<file path="src/rtl/gps_zda_parser.sv">
// gps_zda_parser: decodes $GPZDA NMEA sentences into ASCII UTC time/date.
// Define GPS_ZDA_CKSUM_EN to verify the trailing *hh checksum.
module gps_zda_parser #(
  parameter int B = 8,
  parameter logic [6*B-1:0] Prefix = "$GPZDA",
  parameter logic [B-1:0] Separator = ",",
  parameter int MaxLen = 82
) (
  input  logic           clock,
  input  logic           reset,
  input  logic           load,
  input  logic [B-1:0]   data,
  output logic           valid_out,
  output logic           error_out,
  output logic [6*B-1:0] time_hms,
  output logic [2*B-1:0] day,
  output logic [2*B-1:0] month,
  output logic [4*B-1:0] year
);
  localparam int CW = $clog2(MaxLen + 2);
  localparam logic [CW-1:0] Limit = CW'(MaxLen + 1);
  localparam logic [B-1:0] Dollar = Prefix[6*B-1 -: B];
  localparam logic [B-1:0] Star = B'(8'h2A);
  localparam logic [B-1:0] Cr = B'(8'h0D);
  localparam logic [B-1:0] Lf = B'(8'h0A);
  localparam logic [B-1:0] Zero = B'(8'h30);
  localparam logic [B-1:0] Nine = B'(8'h39);

  typedef enum logic [2:0] {
    IDLE, PREFIX, SEP, FIELDS,
    CKSUM_HI, CKSUM_LO, WAIT_EOL, DONE
  } state_t;

  state_t state_q, state_d;
  logic [2:0] pi_q, pi_d;
  logic [CW-1:0] cnt_q, cnt_d, cnt_n;
  logic [2:0] fld_q, fld_d;
  logic [3:0] len_q [4];
  logic [3:0] len_d [4];
  logic bad_q, bad_d;
  logic pass_q, pass_d;
  logic [6*B-1:0] sh_t_q, sh_t_d, time_q, time_d;
  logic [2*B-1:0] sh_d_q, sh_d_d, day_q, day_d;
  logic [2*B-1:0] sh_m_q, sh_m_d, month_q, month_d;
  logic [4*B-1:0] sh_y_q, sh_y_d, year_q, year_d;
  logic is_eol, is_dig, fok;
  logic [1:0] fi;

  assign is_eol = (data == Cr) || (data == Lf);
  assign is_dig = (data >= Zero) && (data <= Nine);
  assign cnt_n = cnt_q + CW'(1);
  assign fi = 2'(fld_q - 3'd1);
  assign fok = (len_q[0] >= 4'd6) && (len_q[1] == 4'd2) &&
               (len_q[2] == 4'd2) && (len_q[3] == 4'd4) &&
               !bad_q && (fld_q >= 3'd4);

`ifdef GPS_ZDA_CKSUM_EN
  logic [B-1:0] xor_q, xor_d, cks_q, cks_d;
  logic [3:0] hi_q, hi_d, hex_v;
  logic hex_ok, ck_ok;

  // Decode one ASCII hex digit, either case.
  always_comb begin
    hex_ok = 1'b1;
    hex_v = '0;
    if (is_dig) hex_v = 4'(data - Zero);
    else if (data >= B'(8'h41) && data <= B'(8'h46))
      hex_v = 4'(data - B'(8'h37));
    else if (data >= B'(8'h61) && data <= B'(8'h66))
      hex_v = 4'(data - B'(8'h57));
    else hex_ok = 1'b0;
  end

  assign ck_ok = (cks_q == xor_q);

  // Running XOR of the body and capture of the received digits.
  always_comb begin
    xor_d = xor_q;
    hi_d = hi_q;
    cks_d = cks_q;
    if (load) begin
      if (data == Dollar) xor_d = '0;
      else if ((state_q == PREFIX || state_q == SEP ||
                state_q == FIELDS) && data != Star && !is_eol)
        xor_d = xor_q ^ data;
      if (state_q == CKSUM_HI) hi_d = hex_v;
      if (state_q == CKSUM_LO) cks_d = B'({hi_q, hex_v});
    end
  end

  // Checksum registers.
  always_ff @(posedge clock or posedge reset) begin
    if (reset) begin
      xor_q <= '0;
      hi_q <= '0;
      cks_q <= '0;
    end else begin
      xor_q <= xor_d;
      hi_q <= hi_d;
      cks_q <= cks_d;
    end
  end
`endif

  // Sentence FSM: next state, field capture and output update.
  always_comb begin
    state_d = state_q;
    pi_d = pi_q;
    cnt_d = cnt_q;
    fld_d = fld_q;
    len_d = len_q;
    bad_d = bad_q;
    pass_d = 1'b0;
    sh_t_d = sh_t_q;
    sh_d_d = sh_d_q;
    sh_m_d = sh_m_q;
    sh_y_d = sh_y_q;
    time_d = time_q;
    day_d = day_q;
    month_d = month_q;
    year_d = year_q;
    if (state_q == DONE) state_d = IDLE;
    if (load) begin
      if (data == Dollar) begin
        state_d = PREFIX;
        pi_d = 3'd1;
        cnt_d = CW'(1);
        fld_d = 3'd1;
        len_d = '{default: '0};
        bad_d = 1'b0;
      end else if (state_q == IDLE || state_q == DONE) begin
        state_d = IDLE;
      end else if (cnt_n == Limit) begin
        state_d = DONE;
      end else begin
        cnt_d = cnt_n;
        case (state_q)
          PREFIX: begin
            if (data != Prefix[(5 - int'(pi_q)) * B +: B])
              state_d = IDLE;
            else if (pi_q == 3'd5) state_d = SEP;
            else pi_d = pi_q + 3'd1;
          end
          SEP: state_d = (data == Separator) ? FIELDS : IDLE;
          FIELDS: begin
            if (data == Star) begin
`ifdef GPS_ZDA_CKSUM_EN
              state_d = CKSUM_HI;
`else
              state_d = WAIT_EOL;
`endif
            end else if (is_eol) begin
              state_d = DONE;
`ifdef GPS_ZDA_CKSUM_EN
              pass_d = 1'b0;
`else
              pass_d = fok;
`endif
            end else if (data == Separator) begin
              if (fld_q != 3'd7) fld_d = fld_q + 3'd1;
            end else if (fld_q <= 3'd4) begin
              if (len_q[fi] != 4'hF) len_d[fi] = len_q[fi] + 4'd1;
              if (fld_q == 3'd1 && len_q[fi] < 4'd6) begin
                sh_t_d = {sh_t_q[5*B-1:0], data};
                bad_d = bad_q | !is_dig;
              end else if (fld_q == 3'd2 && len_q[fi] < 4'd2) begin
                sh_d_d = {sh_d_q[B-1:0], data};
                bad_d = bad_q | !is_dig;
              end else if (fld_q == 3'd3 && len_q[fi] < 4'd2) begin
                sh_m_d = {sh_m_q[B-1:0], data};
                bad_d = bad_q | !is_dig;
              end else if (fld_q == 3'd4 && len_q[fi] < 4'd4) begin
                sh_y_d = {sh_y_q[3*B-1:0], data};
                bad_d = bad_q | !is_dig;
              end
            end
          end
`ifdef GPS_ZDA_CKSUM_EN
          CKSUM_HI: state_d = hex_ok ? CKSUM_LO : DONE;
          CKSUM_LO: state_d = hex_ok ? WAIT_EOL : DONE;
`endif
          WAIT_EOL: begin
            if (is_eol) begin
              state_d = DONE;
`ifdef GPS_ZDA_CKSUM_EN
              pass_d = fok && ck_ok;
`else
              pass_d = fok;
`endif
            end
          end
          default: state_d = IDLE;
        endcase
      end
    end
    if (state_d == DONE && pass_d) begin
      time_d = sh_t_q;
      day_d = sh_d_q;
      month_d = sh_m_q;
      year_d = sh_y_q;
    end
  end

  // State, shadow and output registers.
  always_ff @(posedge clock or posedge reset) begin
    if (reset) begin
      state_q <= IDLE;
      pi_q <= '0;
      cnt_q <= '0;
      fld_q <= '0;
      len_q <= '{default: '0};
      bad_q <= 1'b0;
      pass_q <= 1'b0;
      sh_t_q <= '0;
      sh_d_q <= '0;
      sh_m_q <= '0;
      sh_y_q <= '0;
      time_q <= '0;
      day_q <= '0;
      month_q <= '0;
      year_q <= '0;
    end else begin
      state_q <= state_d;
      pi_q <= pi_d;
      cnt_q <= cnt_d;
      fld_q <= fld_d;
      len_q <= len_d;
      bad_q <= bad_d;
      pass_q <= pass_d;
      sh_t_q <= sh_t_d;
      sh_d_q <= sh_d_d;
      sh_m_q <= sh_m_d;
      sh_y_q <= sh_y_d;
      time_q <= time_d;
      day_q <= day_d;
      month_q <= month_d;
      year_q <= year_d;
    end
  end

  assign valid_out = (state_q == DONE) && pass_q;
  assign error_out = (state_q == DONE) && !pass_q;
  assign time_hms = time_q;
  assign day = day_q;
  assign month = month_q;
  assign year = year_q;
endmodule
</file>
<file path="config.mk">
export PLATFORM = sky130hd
export DESIGN_NAME = gps_zda_parser
export DESIGN_NICKNAME = d
export VERILOG_FILES = /design/src/rtl/gps_zda_parser.sv
export SDC_FILE = /design/constraint.sdc
export NUM_CORES = 1
export LEC_CHECK = 0
export ABC_AREA = 1
export ABC_CLOCK_PERIOD_IN_PS = 28100
export CAP_MARGIN = 10
export CORE_AREA = 2 2 146 148
export CTS_BUF_LIST = sky130_fd_sc_hd__clkbuf_16
export DETAILED_ROUTE_END_ITERATION = 16
export DIE_AREA = 0 0 148 150
export PLACE_DENSITY_LB_ADDON = 0.25
export SETUP_SLACK_MARGIN = 0.15
export SYNTH_ARGS = -nofsm -noshare
export SYNTH_HDL_FRONTEND = slang
export SYNTH_SLANG_ARGS = --single-unit
</file>
<file path="constraint.sdc">
create_clock -name clock -period 28.1 [get_ports clock]
set_input_delay 7.025 -clock clock [delete_from_list [all_inputs] [get_ports clock]]
set_output_delay 7.025 -clock clock [all_outputs]
set_load 0.005 [all_outputs]
</file>
==> impl_metrics.yaml, run 1 <==
route:
  drt-pass1-iter-count: 5
  drc: 0
  dr_total_vias: 8760
  drt_iter0_drc: 725
  routed_wl_um: 25170
  viasPerCell: 5.153
  wl_per_cell_um: 14.81
  route.antenna.remaining_nets: 0
layout:
  final_nets: 1432
  area_delta_synth_final_pct: 19.96
  n_fill_cell: 1816
  diodes: 0
  final_layout_size_suffix_gt1_share_pct: 3.930
  final_core_util_pct: 63.92
yosys:
  yosys_warnings: 0
  synth_cell_types: 32
  synthCells: 1299
  synth_fp_nets: 1325
  syn_area_um2: 11020
  seq_area_frac_synth_pct: 58.56
  synth-seq-cells: 258
  avgSynthCellArea_um2: 8.487
sta:
  tightest_slew_ns: 1.028
  finalCritPeriodShare_pct: 34.68
  fin_skew_ns: 0.01178
  post-route-min-period_ns: 9.745
  final_hold_viol_count: 0
  slew_headroom_pct: 31.47
  setup_tns_ns: 0
  finalSetupViolations: 0
  maxSlewViolCount: 0
  holdWs_ns: 0.4690
  max_freq_ghz: 0.1026
  rsz0062_at_grt: "no"
worst_setup_path:
  cp.arrival_ns: 10.11
  slowest_stage: "buf_4"
  reg2reg_slack_ns: 24.43
  cp_max_fo: 112
  crit_required_ns: 28.47
  cp-endpoint: "time_hms[39]"
  rr_worst_depth: 13
  reg2reg_from: "fld_q[0]"
  reg2reg_to: "sh_m_q[6]"
  start_kind: "input pin"
  crit_chain: "clkdlybuf4s50_1 -> inv_2 -> nand3_1 -> nor2_1 -> nor2_1 -> inv_1 -> a21oi_1 -> nand2_4 -> buf_4 -> o21ai_0"
  worstSetupPathType: "input pin to flop"
  worstSetupStartpoint: "data[4]"
  worstSetupEndpointType: "flop"
  critPathMaxStageDelay_ns: 0.85
  cp_common_cell: "nor2_1"
power_and_ir_drop:
  power_per_cell_area_nw_per_um2: 56.47
  total_leakage_power_nw: 7.008
  p_switching_mw: 0.1778
  vdd_drop_max_v: 0.00004003
  p_int_mw: 0.5690
  combPwrFrac_pct: 5.7
  swShare_pct: 23.81
  clock_power_share_pct: 42.3
  p_seq_share_pct: 52.0
grt:
  grt_usage_pct: 23.18
  antenna_found_initial: 0
  first_global_vias: 8291
  grt_overflow: 0
  grt_max_degree: 138
  grt_pass1_wl_um: 42090
die:
  die-area_um2: 22200
  core_area_um2: 20690
  io_pins: 125
  die_x_um: 148
  std_cell_rows: 53
  die_y_um: 150
  start_util_pct: 53.28
clocking:
  numCtsBuffers: 26
  cts_resized: 0
  clock_sinks: 258
  holdBufCountCts: 0
  path_clk_slew_ns: 0.06
  tritoncts: "done"
  clock_latency_ns: 0.53
  h-tree-depth: 1
  postCtsSetupBuffers: 0
  root_buffer: "clkbuf_16"
  clockBufferDepth: 3
placement:
  place_congestion: 0.9140
  io_buffers: 124
  hpwl_um: 16780
run:
  drv_cap: 0
run_status:
  status: "finished clean"
worst_hold_path:
  hold_class: "flop to flop"
stage by stage:
stage / power (mW) / instance area [µm²] / cells / setup slack (ns)
finish: 0.7469 / 13230 / 1700 / 18.36
global placement: 0.4368 / 12400 / 1651 / 17.81
floorplan: 0.4246 / 11020 / 1299 / 13.98
global route: 0.7762 / 13230 / 1700 / 17.98
detailed placement: 0.4381 / 12400 / 1651 / 17.74
CTS: 0.7532 / 13180 / 1698 / 18.29
cell type report:
class	instances	area [µm²]	area share, %
clock buffer	26	650.6	4.920
multi-input combinational	883	3911	29.57
sequential	258	6456	48.82
clock inverter	21	127.6	0.9650
tap	275	344.1	2.602
inverter	105	401.6	3.037
timing repair buffer	132	1334	10.09
power by group through the flow:
| stage | logic (mW) | registers (mW) | clock network, mW |
|---|---|---|---|
| 6_report | 0.0429 | 0.388 | 0.316 |
| 5_1_grt | 0.0497 | 0.389 | 0.337 |
| 4_1_cts | 0.0436 | 0.388 | 0.322 |
| 3_5_place_dp | 0.0434 | 0.395 | 0 |
| 3_3_place_gp | 0.0424 | 0.394 | 0 |
| 2_1_floorplan | 0.0329 | 0.392 | 0 |
routing by layer:
| layer | track usage (%) | vias up | share of wire (%) | routed length [µm] |
|---|---|---|---|---|
| li1 | - | 4340 | - | - |
| met2 | 37.59 | 194 | 48 | 12120 |
| met4 | 5.381 | 0 | 1.8 | 461 |
| met1 | 34.04 | 4185 | 46 | 11600 |
| met5 | 0 | - | 0 | 0 |
| met3 | 2.561 | 41 | 3.9 | 989 |
how the worst min path moves through the flow:
stage / from / endpoint / slack (ns) / cells past startpoint
after floorplan: sh_d_q[10] / day[10] / 0.44 / 2
after global placement: sh_t_q[46] / time_hms[46] / 0.45 / 2
after detailed placement: sh_t_q[45] / time_hms[45] / 0.45 / 2
after CTS: sh_t_q[45] / time_hms[45] / 0.47 / 2
after global routing: sh_m_q[15] / sh_m_q[15] / 0.49 / 2
final: sh_t_q[45] / time_hms[45] / 0.47 / 2
cell usage after synthesis:
cell      number  area, µm²
nand2_1      542       2034
dfrtp_1      258       6456
nand3_1      108      540.5
inv_1         99      371.6
o21ai_0       67      335.3
o21ai_1       51      255.2
nor2_1        41      153.9
buf_2         24      120.1
clkbuf_1      22      82.58
nand4_1       19      118.9
ha_1          15      187.7
a21oi_1        7      35.03
buf_6          5      56.30
inv_2          5      18.77
nand2_2        5      31.28
o22ai_1        5      31.28
nor3_1         4      20.02
xnor2_1        3      26.28
buf_4          2      15.01
nor2_2         2      12.51
nor3_2         2      20.02
o211ai_1       2      15.01
xor2_1         2      17.52
a22oi_1        1      7.510
clkinv_1       1      3.750
nand3b_1       1      7.510
nor2b_1        1      6.260
nor3_4         1      16.27
nor4_1         1      6.260
o21a_1         1      7.510
o31ai_1        1      7.510
or2_2          1      6.260
registers in the layout, indices dropped and copies added (netlist names), 7 cells and up:
register,count
sh_y_q,32
sh_t_q,48
len_q,16
sh_d_q,16
year,32
day,16
time_hms,48
sh_m_q,16
cnt_q,7
month,16
kinds of logic after synthesis:
kind of cell | Yosys count | synth area share [%]
AND/OR/NAND/NOR | 728 | 26.98
flip-flops | 258 | 58.56
buffers and inverters | 158 | 6.061
AO/OA/AOI/OAI | 135 | 6.299
adder cells (fa/ha/maj) | 15 | 1.702
XOR/XNOR | 5 | 0.3973
critical path, delay by kind of cell:
| kind | cells | cell delay, ns |
|---|---|---|
| buffers and inverters | 4 | 1.72 |
| AOI/OAI and AO/OA | 2 | 0.31 |
| and+or+nand+nor | 4 | 0.98 |
layout by cell type, fill, tap and decap left out, types with 2 or more instances in the layout:
cell type and instances:
nor2_2 2, xor2_1 2, inv_2 5, ha_1 15, nor3_1 4, nand2_1 542, o22ai_1 5, clkinv_1 8
a21oi_1 7, o21ai_0 67, o211ai_1 2, nor2_1 41, dfrtp_1 258, nor3_4 2, xnor2_1 3, clkdlybuf4s50_1 124
buf_4 6, inv_1 107, o21ai_1 51, clkbuf_16 26, nand2_2 4, nand4_1 19, nand3_1 108
No activity file was read; power rests on OpenSTA's default activity.
==> inputs of run 2 (changes only) <==
--- a/config.mk
+++ b/config.mk
@@ -6,12 +6,12 @@
 export NUM_CORES = 1
 export LEC_CHECK = 0
 export ABC_AREA = 1
-export ABC_CLOCK_PERIOD_IN_PS = 28100
+export ABC_CLOCK_PERIOD_IN_PS = 8200
 export CAP_MARGIN = 10
-export CORE_AREA = 2 2 146 148
+export CORE_AREA = 2 2 151 153
 export CTS_BUF_LIST = sky130_fd_sc_hd__clkbuf_16
 export DETAILED_ROUTE_END_ITERATION = 16
-export DIE_AREA = 0 0 148 150
+export DIE_AREA = 0 0 153 155
 export PLACE_DENSITY_LB_ADDON = 0.25
 export SETUP_SLACK_MARGIN = 0.15
 export SYNTH_ARGS = -nofsm -noshare
==> constraint.sdc (replaced) <==
create_clock -name clock -period 8.2 [get_ports clock]
set_input_delay 2.05 -clock clock [delete_from_list [all_inputs] [get_ports clock]]
set_output_delay 2.05 -clock clock [all_outputs]
set_load 0.005 [all_outputs]
==> run 2 against run 1 <==
Hold slack improved by 0.0016 ns. Final area increased by 0.28%. Sequential share of layout area decreased by 0.14 points. Combinational power increased to 3.5 times the previous value. Final cell count increased by 0.71%. Count of clock-buffer cells in the layout unchanged. Total power increased to 3.5 times the previous value. Clock power increased to 3.6 times the previous value. Global-route usage decreased by 1.5 points. First-iteration DRC count decreased by 19%. Critical path depth unchanged. Die area increased by 6.8%. Critical path type unchanged.
==> impl_metrics.yaml, run 2 (synthesis results as in run 1) <==
grt:
  grt_overflow: 0
  antenna_found_initial: 1
  grt_pass1_wl_um: 42770
  first_global_vias: 8461
  grt_max_degree: 114
  grt_usage_pct: 21.65
placement:
  pre_cts_ws_ns: 2.802
  place_inst: 1663
  hpwl_um: 17100
  io_buffers: 124
  place_congestion: 0.8817
sta:
  tightest_slew_ns: 1.120
  setup_tns_ns: 0
  slew_headroom_pct: 25.03
  final_hold_viol_count: 0
  post-route-min-period_ns: 4.796
  finalCritPeriodShare_pct: 58.49
  fin_skew_ns: 0.01140
  rsz0062_at_grt: "no"
  finalWorstSetupSlack_ns: 3.404
  maxSlewViolCount: 0
  finalSetupViolations: 0
  max_freq_ghz: 0.2085
worst_setup_path:
  reg2reg_from: "fld_q[0]"
  cp.arrival_ns: 5.15
  critPathMaxStageDelay_ns: 0.85
  reg2reg_to: "sh_y_q[7]"
  rr_worst_depth: 13
  cp_max_fo: 113
  worstSetupPathType: "input pin to flop"
  slowest_stage: "buf_4"
  worstSetupEndpointType: "flop"
  cp.buffers_inverters: 4
  crit_chain: "clkdlybuf4s50_1 -> inv_1 -> nand4_1 -> nor2_1 -> nor2_1 -> inv_1 -> a21oi_1 -> nand2_4 -> buf_4 -> o21ai_0"
  start_kind: "input pin"
  reg2reg_slack_ns: 3.95
  crit_required_ns: 8.56
  crit_family: "buffers and inverters"
worst_hold_path:
  min_to: "sh_y_q[29]"
  hold_class: "flop to flop"
  min-delay-start: "sh_y_q[29]"
  worstHoldPathCells: 2
layout:
  final_core_util_pct: 59.67
  layout.cells.non_filler: 1712
  final_nets: 1433
  layout_commonest_cell: "nand2_1"
  final_cell_mix: "nand2_1, dfrtp_1, clkdlybuf4s50_1"
  final_layout_size_suffix_gt1_share_pct: 4.695
  area_delta_synth_final_pct: 20.30
  diodes: 0
route:
  viasPerCell: 5.140
  route.antenna.remaining_nets: 0
  drc: 0
  dr_total_vias: 8800
  routed_wl_um: 25360
  wl_per_cell_um: 14.81
  drt-pass1-iter-count: 5
  drt_iter0_drc: 585
clocking:
  path_clk_slew_ns: 0.06
  numCtsBuffers: 26
  clock_latency_ns: 0.53
  root_buffer: "clkbuf_16"
  clockBufferDepth: 3
  postCtsSetupBuffers: 0
  clock_sinks: 258
  h-tree-depth: 1
  tritoncts: "done"
  holdBufCountCts: 0
  cts_resized: 0
die:
  die_x_um: 153
  die-area_um2: 23720
  start_util_pct: 49.60
  std_cell_rows: 55
  die_y_um: 155
  core_area_um2: 22230
  io_pins: 125
power_and_ir_drop:
  vdd_drop_max_v: 0.0001607
  total_leakage_power_nw: 7.010
  power_per_cell_area_nw_per_um2: 196.8
run_status:
  status: "finished clean"
run:
  drv_cap: 0
## run 2: changes by cell type in the layout (fill, tap and decap cells not counted), sizes merged
cell,delta
clkinvlp,+1
buf,+1
bufinv,+1
inv,-6
clkinv,+5
## run 2: report_power, final
| part | internal, mW | switching [mW] |
|---|---|---|
| clock network | 0.644 | 0.487 |
| logic | 0.0438 | 0.105 |
| registers | 1.30 | 0.0292 |
## run 2: final cells by class
cell class | count | area (µm²)
inverters | 105 | 397.9
clock inverters | 22 | 171.4
well taps | 285 | 356.6
clock buffers | 26 | 650.6
multi-input cells | 883 | 3914
flip-flops and latches | 258 | 6456
fillers | 1979 | 8965
repair buffers | 133 | 1316
## run 2: worst max-delay path by stage
stage                     startpoint            to  cells after the start
after global placement       data[1]     sh_y_q[1]                     10
final                        data[0]  time_hms[34]                     10
after CTS                    data[1]     sh_y_q[2]                     10
after global routing         data[0]   time_hms[0]                     10
after detailed placement     data[1]     sh_y_q[2]                     10
after floorplan                reset         bad_q                      1
## run 2: per-stage QoR
stage / power (mW) / hold slack, ns / area [µm²]
floorplan: 1.455 / 0.4422 / 11030
global placement: 1.498 / 0.4550 / 12430
detailed placement: 1.504 / 0.4567 / 12430
CTS: 2.637 / 0.4740 / 13250
global route: 2.717 / 0.4937 / 13260
finish: 2.610 / 0.4706 / 13260
## run 2: metal layers
| metal | track usage (%) | wire length (µm) | vias to the layer above |
|---|---|---|---|
| met5 | 0 | 13 | - |
| met4 | 4.674 | 340 | 2 |
| met3 | 2.786 | 1214 | 36 |
| met2 | 35.40 | 12120 | 225 |
| met1 | 31.45 | 11670 | 4206 |
| li1 | - | - | 4331 |
## run 2: worst min-delay path: cells and delay by family (launching register included)
family,cells,cell delay [ns]
flops,1,0.34
simple gates,2,0.10
==> inputs of run 3 (changes only) <==
--- a/config.mk
+++ b/config.mk
@@ -6,12 +6,12 @@
 export NUM_CORES = 1
 export LEC_CHECK = 0
 export ABC_AREA = 1
-export ABC_CLOCK_PERIOD_IN_PS = 8200
+export ABC_CLOCK_PERIOD_IN_PS = 4800
 export CAP_MARGIN = 10
-export CORE_AREA = 2 2 151 153
+export CORE_AREA = 2 2 146 148
 export CTS_BUF_LIST = sky130_fd_sc_hd__clkbuf_16
 export DETAILED_ROUTE_END_ITERATION = 16
-export DIE_AREA = 0 0 153 155
+export DIE_AREA = 0 0 148 150
 export PLACE_DENSITY_LB_ADDON = 0.25
 export SETUP_SLACK_MARGIN = 0.15
 export SYNTH_ARGS = -nofsm -noshare
==> constraint.sdc (replaced) <==
create_clock -name clock -period 4.8 [get_ports clock]
set_input_delay 1.2 -clock clock [delete_from_list [all_inputs] [get_ports clock]]
set_output_delay 1.2 -clock clock [all_outputs]
set_load 0.005 [all_outputs]
==> run 3 against run 2 <==
Register-to-register slack worse by 2.7 ns. Hold slack worse by 0.0040 ns. Combinational power up 72%. Routed wire length down 0.64%. Count of clock-buffer cells in the layout unchanged. Critical path type is now flop to flop.
==> impl_metrics.yaml, run 3 (synthesis results as in run 1) <==
grt:
  grt_overflow: 0
  grt_max_degree: 153
  grt_pass1_wl_um: 42610
  antenna_found_initial: 0
  grt_usage_pct: 23.41
  first_global_vias: 8456
route:
  wl_per_cell_um: 14.81
  drc: 0
  dr_total_vias: 8791
  routed_wl_um: 25200
  drt-pass1-iter-count: 5
  drt_iter0_drc: 626
  viasPerCell: 5.168
  route.antenna.remaining_nets: 0
worst_setup_path:
  worstSetupPathType: "flop to flop"
  reg2reg_from: "fld_q[0]"
  slowest_stage: "dfrtp_1"
  worstSetupEndpointType: "flop"
  reg2reg_to: "sh_y_q[3]"
  critPathMaxStageDelay_ns: 0.65
  cp.buffers_inverters: 4
  start_kind: "flop"
  rr_worst_depth: 12
  crit_required_ns: 5.20
  cp.arrival_ns: 3.92
  cp_max_fo: 26
  crit_chain: "inv_2 -> ha_1 -> inv_1 -> nand3_1 -> nand2_1 -> nand3_1 -> a21oi_1 -> nor3_4 -> buf_4 -> nand2_1 -> buf_4 -> o21ai_0"
  reg2reg_slack_ns: 1.28
  crit_family: "buffers and inverters"
placement:
  hpwl_um: 16910
  place_congestion: 0.9133
  io_buffers: 124
  placed_area_um2: 12530
  pre_cts_ws_ns: 0.8833
die:
  die-area_um2: 22200
  start_util_pct: 53.28
  std_cell_rows: 53
  core_area_um2: 20690
  die_y_um: 150
  die_x_um: 148
  io_pins: 125
layout:
  stdcell_area_um2: 13290
  final_core_util_pct: 64.25
  final_layout_size_suffix_gt1_share_pct: 4.558
  diodes: 0
  layout_commonest_cell: "nand2_1"
  n_fill_cell: 1796
  final_nets: 1438
  area_delta_synth_final_pct: 20.58
  final_cell_mix: "nand2_1, dfrtp_1, clkdlybuf4s50_1"
worst_hold_path:
  min_to: "month[12]"
  hold_class: "flop to flop"
  worstHoldPathCells: 2
  min-delay-start: "sh_m_q[12]"
sta:
  slew_headroom_pct: 53.01
  post-route-min-period_ns: 3.521
  tightest_slew_ns: 0.7032
  final_hold_viol_count: 0
  fin_skew_ns: 0.01896
  max_freq_ghz: 0.2840
  finalSetupViolations: 0
  finalWorstSetupSlack_ns: 1.279
  rsz0062_at_grt: "no"
  maxSlewViolCount: 0
  finalCritPeriodShare_pct: 73.35
  setup_tns_ns: 0
clocking:
  root_buffer: "clkbuf_16"
  cts_resized: 0
  h-tree-depth: 1
  numCtsBuffers: 26
  postCtsSetupBuffers: 0
  path_clk_slew_ns: 0.06
  clock_latency_ns: 0.53
  tritoncts: "done"
  holdBufCountCts: 0
  clock_sinks: 258
  clockBufferDepth: 3
power_and_ir_drop:
  vdd_drop_max_v: 0.0002789
  power_per_cell_area_nw_per_um2: 328.4
  total_leakage_power_nw: 7.014
run:
  drv_cap: 0
run_status:
  status: "finished clean"
run 3: changes by cell type in the layout (fill, tap and decap cells not counted), sizes merged:
cell,before,now
buf,9,14
clkinv,16,13
inv,107,104
bufinv,2,1
clkinvlp,2,3
run 3: worst max-delay path by stage:
stage,start,end,slack (ns),depth (start not counted)
after floorplan,reset,bad_q,0.20,1
after CTS,fld_q[0],sh_y_q[3],1.28,12
after detailed placement,data[2],sh_y_q[3],0.88,12
final,fld_q[0],sh_y_q[3],1.28,12
after global placement,data[2],sh_y_q[4],1.0,12
after global routing,fld_q[0],sh_y_q[3],0.97,14
run 3: where the power goes:
group | switching, mW | leakage (nW) | internal, mW
registers | 0.0492 | 3.47 | 2.22
logic | 0.177 | 3.17 | 0.0789
clock network | 0.807 | 0.374 | 1.03
run 3: metrics by stage:
stage | std cells | hold WS [ns] | power (mW)
6_report | 1701 | 0.4666 | 4.366
3_3_place_gp | 1659 | 0.4518 | 2.561
5_1_grt | 1701 | 0.4865 | 4.538
4_1_cts | 1701 | 0.4673 | 4.411
3_5_place_dp | 1659 | 0.4584 | 2.568
2_1_floorplan | 1299 | 0.4422 | 2.486
run 3: tightest hold or removal path: cells and delay by family, from the launching register on:
kind | cells | cell delay, ns
flip-flops | 1 | 0.34
AND/OR/NAND/NOR | 2 | 0.09
run 3: area by class of cell:
class | instances | area, µm² | share of cell area, %
multi-input cells | 883 | 3911 | 29.42
clock buffers | 26 | 650.6 | 4.895
repair buffers | 138 | 1421 | 10.69
inverters | 105 | 397.9 | 2.993
clock inverters | 16 | 111.4 | 0.8377
flip-flops and latches | 258 | 6456 | 48.57
well taps | 275 | 344.1 | 2.588
run 3: metal layers:
layer	vias up	global-route usage, %	routed length (µm)
li1	4335	-	-
met1	4194	34.94	11730
met2	217	36.92	11860
met3	45	3.110	1046
met4	0	5.429	552
met5	-	0	0
